==> src/rtl/vending_machine_pkg.sv <==
// vending_machine_pkg: shared state encoding, coin/price constants and credit-based next-state helper
package vending_machine_pkg;
  typedef enum logic [1:0] {S0 = 2'b00, S5 = 2'b01, S10 = 2'b10, S15 = 2'b11} state_t;
  localparam int PRICE = 15;
  localparam int COIN_5_VAL = 5;
  localparam int COIN_10_VAL = 10;
  // S15 is the dispense cycle, so its credit is already spent; coin_10 wins over coin_5
  function automatic state_t next_state(state_t s, logic c5, logic c10);
    int base;
    int sum;
    base = (s == S15) ? 0 : int'(s) * COIN_5_VAL;
    sum = base + (c10 ? COIN_10_VAL : c5 ? COIN_5_VAL : 0);
    return (sum >= PRICE) ? S15 : state_t'(2'(sum / COIN_5_VAL));
  endfunction
endpackage

==> src/rtl/vending_machine.sv <==
// vending_machine: Moore coin-credit FSM with one-cycle dispense strobe at price 15
module vending_machine
  import vending_machine_pkg::*;
(
  input  logic       clk,
  input  logic       reset,
  input  logic       coin_5,
  input  logic       coin_10,
  output logic       dispense,
  output logic [1:0] current_state
);
  state_t state, next;
  always_ff @(posedge clk)
    state <= reset ? S0 : next;
  always_comb begin
    next = S0;
    next = next_state(state, coin_5, coin_10);
  end
  assign dispense = (state == S15);
  assign current_state = state;
endmodule

==> config.mk <==
export PLATFORM = sky130hd
export DESIGN_NAME = vending_machine
export DESIGN_NICKNAME = d
export VERILOG_FILES = /design/src/rtl/vending_machine_pkg.sv /design/src/rtl/vending_machine.sv
export SDC_FILE = /design/constraint.sdc
export NUM_CORES = 1
export LEC_CHECK = 0
export CAP_MARGIN = 20
export CELL_PAD_IN_SITES_DETAIL_PLACEMENT = 0
export CELL_PAD_IN_SITES_GLOBAL_PLACEMENT = 1
export CORE_AREA = 2 2 39 41
export CTS_BUF_LIST = sky130_fd_sc_hd__clkbuf_4
export DETAILED_ROUTE_END_ITERATION = 12
export DIE_AREA = 0 0 41 43
export PLACE_DENSITY_LB_ADDON = 0.1
export SLEW_MARGIN = 30
export SYNTH_ARGS = -nofsm -noshare
export SYNTH_HDL_FRONTEND = slang
export SYNTH_SLANG_ARGS = --single-unit
==> constraint.sdc <==
create_clock -name clk -period 5.32 [get_ports clk]
set_clock_uncertainty 0.1 [all_clocks]
set_input_delay 1.596 -clock clk [delete_from_list [all_inputs] [get_ports clk]]
set_output_delay 1.596 -clock clk [all_outputs]
set_load 0.01 [all_outputs]
### After elaboration in Yosys (flattened, before gate mapping)

Index checks and enable logic that the tools add are counted.
Widths: inputs -> output; s select.

* bits in registers: 2
* bits of input ports: 4
* output and inout port bits: 3
* logic and storage cells: 10

* add/subtract/negate cells: 1
* multiply operators: 1
* div/mod/pow operators: 1
* order comparisons: 1
* equal/unequal tests: 1
* muxes and demuxes: 4

Operators by type and width (count)
* $div 32x4->32 const B: 1
* $add 5x4->6: 1
* $ge 6x4->1 const B: 1
* $mul 2x3->5 const B: 1
* $mux 5: 1
* $mux 4: 1
* $mux 3: 1
* $eq 2x2->1 const B: 1
* $mux 2: 1

### Depth between registers and ports, before layout

* depth in word-level cells: 5
* depth in mapped cells: 14

### Worst setup path before layout

Ideal clock, no wire load.

* kind: in2reg
* from: input coin_5
* to: register state[0] (netlist: current_state[0])
* setup time: 0.125 ns
* arrival: 4.258 ns
* setup slack: 0.837 ns
* stages: 14
* path buffers: 1
* cells stage by stage: nor2b_1 > ha_1 > inv_1 > fa_1 > clkbuf_1 > xnor2_1 > ha_1 > a211o_1 > o22ai_1 > ha_1 > nor2b_2 > o21ai_0 > o221ai_2 > o41a_1

* cells in the longest elaborated chain, start to end: 5
* elaborated cells on any way between the ends: 6
* those cells by class: add/sub (1); div (1); order compare (1); mux (3)

Ends and longest elaborated chain
* start, declared: RTL line vending_machine.sv:7 `input logic coin_5,`
* $mux 3 (*): RTL line vending_machine_pkg.sv:12 `sum = base + (c10 ? COIN_10_VAL : c5 ? COIN_5_VAL : 0);`
* $mux 4 (*): RTL line vending_machine_pkg.sv:12
* $add 5x4->6 (*): RTL line vending_machine_pkg.sv:12
* $div 32x4->32 or $ge 6x4->1 (tied branches): RTL line vending_machine_pkg.sv:13 `return (sum >= PRICE) ? S15 : state_t'(2'(sum / COIN_5_VAL));`
* $mux 2 (*): RTL line vending_machine_pkg.sv:13
* end signal, assigned: RTL line vending_machine.sv:14 `state <= reset ? S0 : next;`
* end, declared: RTL line vending_machine.sv:12 `state_t state, next;`

Mark *: on every way between the ends. The rest lies on a longest branch, timed or not.
A chain may end at the register's enable or synchronous reset.

### Worst setup path after layout

* from: input coin_10
* to: register state[0] (netlist: current_state[0])

* cells in the longest elaborated chain, start to end: 4
* elaborated cells on any way between the ends: 5
* those cells by class: add/sub (1); div (1); order compare (1); mux (2)

Ends and longest elaborated chain
* start, declared: RTL line vending_machine.sv:8 `input logic coin_10,`
* $mux 4 (*): RTL line vending_machine_pkg.sv:12
* $add 5x4->6 (*): RTL line vending_machine_pkg.sv:12
* $div 32x4->32 or $ge 6x4->1 (tied branches): RTL line vending_machine_pkg.sv:13
* $mux 2 (*): RTL line vending_machine_pkg.sv:13

Marks and branches as above.

==> flow_summary.ini <==
[status]
status = finished, final reports clean

[routing]
viasPerCell = 4.74
wl_um = 774
final_antenna_net_count = 0
drt_iter0_drc = 7
drc_errors = 0
vias = 341
wl_per_cell_um = 10.8
dr.pass1.iters = 4

[synthesis]
synth_top_family_by_area = adder cells
ys_warn_count = 0
avgSynthCellArea_um2 = 8.39
ys_seq_area_share_pct = 10.2
syn_area_um2 = 394
syn-num-nets = 59
synthAdderAreaFrac_pct = 27.3
synth_xor_area_share_pct = 10.8
synthSimpleGateAreaFrac_pct = 15.2
ys_ff_latch = 2
yosys-mux-area-fraction_pct = 0
synthDistinctLibCells = 24
synth_compound_area_share_pct = 26.0
synthCells = 47

[finish]
drive_gt1_share_pct = 17.9
fin_nets = 70
largest_reg_flops = 2
synthToLayoutAreaGrowth_pct = 26.0
fin_util_pct = 35.9
multi_input_area_um2 = 313
antenna_cells = 0
area.sequential_um2 = 40.0
nFillCells = 146

[timing]
hold_viol = 0
post-route-min-period_ns = 4.85
max_freq_mhz = 206
hold_ws_ns = 0.832
fin_tns_setup_ns = 0
period_share_pct = 91.1
rsz0062_at_grt = false
finalSetupViolCount = 0
slew_viol_final = 0
tightest_slew_ns = 0.296
max_slew_margin_pct = 80.1

[hold_path]
hp-class = flip-flop to flip-flop

[setup_path]
cpMostUsedCell = ha_1
criticalPathCategory = input port to flip-flop
cp.arrival_ns = 4.85
startpoint_type = input port
cp_max_fo = 4
slowest_delay_ns = 0.47
cp-end-kind = flip-flop
cp_cell_sequence = clkdlybuf4s50_1 > nor2b_1 > ha_1 > inv_1 > fa_1 > xnor2_1 > ha_1 > a211o_1 > o22ai_1 > ha_1 > nor2b_2 > o21ai_0 > o221ai_2 > o41a_1
cp_num_buf_inv = 2
crit_required_ns = 5.32
cpMaxStageDelayCell = clkdlybuf4s50_1
path_delay_family = compound AO/OA/AOI/OAI gates

[cts]
clk_pin_slew_ns = 0.03
clock-root-buffer = clkbuf_4
cts_tree = yes
cts_buffers = 3
cts-htree-levels = 1
insertion_delay_ns = 0.22
cts_hold_buffers = 0
post_cts_buffers = 0
cts_sinks = 2
cts_resized = 0
cts.path.max_buffers = 2

[power_and_ir_drop]
peakVddDrop_v = 0.000191
comb_power_share_pct = 80.2
switching_share_pct = 46.8
power.leakage_nw = 0.225
seqPwrFrac_pct = 9.2
clockPowerShare_pct = 10.6
power_w = 0.000304
power.internal_w = 0.000161
switching_power_w = 0.000142
pwr_density_cell_nw_per_um2 = 611

[floorplanning]
die_height_um = 43
start_util_pct = 28.5
die-area_um2 = 1760
core_area_um2 = 1380
io_pins = 7
fp-row-count = 14
die-width_um = 41

[grt]
grt_pass1_vias = 327
gr-total-overflow = 0
grt_usage_pct = 10.5
antenna_found_initial = 0
use_met3_pct = 1.57
grtUsageMet2_pct = 18.4
use_met1_pct = 11.9
grt_pass1_wl_um = 1280
busiest_layer = met2
grt_max_degree = 10

[run]
cap_violations = 0

[placed_design]
hpwl_um = 672
place.port_buffers = 6
gp_congestion = 0.743
area by class of cell:
cell class	instances	share of cell area, %
sequential	2	8.06
multi-input combinational	36	63.0
inverter	7	5.29
timing repair buffer	8	15.1
tap	16	4.03
clock buffer	3	4.53
metrics by stage:
stage | std cells | cell area [um^2] | setup WS, ns
final | 72 | 497 | 0.472
after global routing | 72 | 497 | 0.250
after CTS | 72 | 497 | 0.449
after detailed placement | 69 | 474 | 0.232
after global placement | 69 | 474 | 0.359
after floorplan | 47 | 394 | 0.837
layer usage:
| layer | share of wire, % | vias up |
|---|---|---|
| met5 | 0 | - |
| met4 | 0 | 0 |
| met3 | 2.2 | 0 |
| met2 | 56 | 4 |
| met1 | 42 | 159 |
| li1 | - | 178 |
path summary, 6_finish.rpt:
path	start	endpoint	depth (start not counted)	slack, ns
setup / recovery	coin_10	current_state[0]	14	0.47
hold / removal	current_state[1]	current_state[1]	4	0.83
setup reg to reg	current_state[0]	current_state[0]	13	1.98
hold reg to reg	current_state[1]	current_state[1]	4	0.83
synthesized netlist by cell type:
cell      instances  area (um^2)
o41a_1            1         11.3
a31oi_1           1         6.26
a211o_1           2         17.5
nor2_1            4         15.0
o31ai_2           1         12.5
nor2b_2           1         8.76
and2_1            1         6.26
ha_1              7         87.6
xor2_1            1         8.76
a21oi_2           1         8.76
inv_1             7         26.3
clkbuf_1          1         3.75
nand2b_1          1         6.26
a21oi_1           3         15.0
xnor2_1           2         17.5
nor3_1            1         5.00
fa_1              1         20.0
o221ai_2          1         15.0
dfxtp_1           2         40.0
xnor2_2           1         16.3
o21ai_0           2         10.0
nor2b_1           3         18.8
buf_6             1         11.3
o22ai_1           1         6.26
power groups by stage:
stage | Combinational (W) | Sequential (W) | Clock (W)
finish | 0.000243 | 0.0000280 | 0.0000321
floorplan | 0.000185 | 0.0000311 | 0
CTS | 0.000248 | 0.0000281 | 0.0000333
global route | 0.000269 | 0.0000295 | 0.0000359
global placement | 0.000243 | 0.0000283 | 0
detailed placement | 0.000246 | 0.0000283 | 0
cell families after synthesis:
family	Yosys count
compound gates	13
simple gates	11
buf+inv	9
fa+ha+maj	8
xor+xnor	4
flops	2
cell usage in the layout (no fill, tap or decap), types with 2 or more instances in the layout:
cell	synthesis	routed
clkbuf_4	0	3
a21oi_1	3	3
dfxtp_1	2	2
inv_1	7	7
o21ai_0	2	2
buf_4	0	2
a211o_1	2	2
ha_1	7	7
clkdlybuf4s50_1	0	6
xnor2_1	2	2
nor2b_1	3	3
nor2_1	4	4
tightest hold or removal path, delay by kind of cell, from the launching register on:
kind	cells	cell delay, ns
flops	1	0.32
compound gates	2	0.19
fa+ha+maj	1	0.26
simple gates	1	0.11
(Power assumes the default switching activity.)
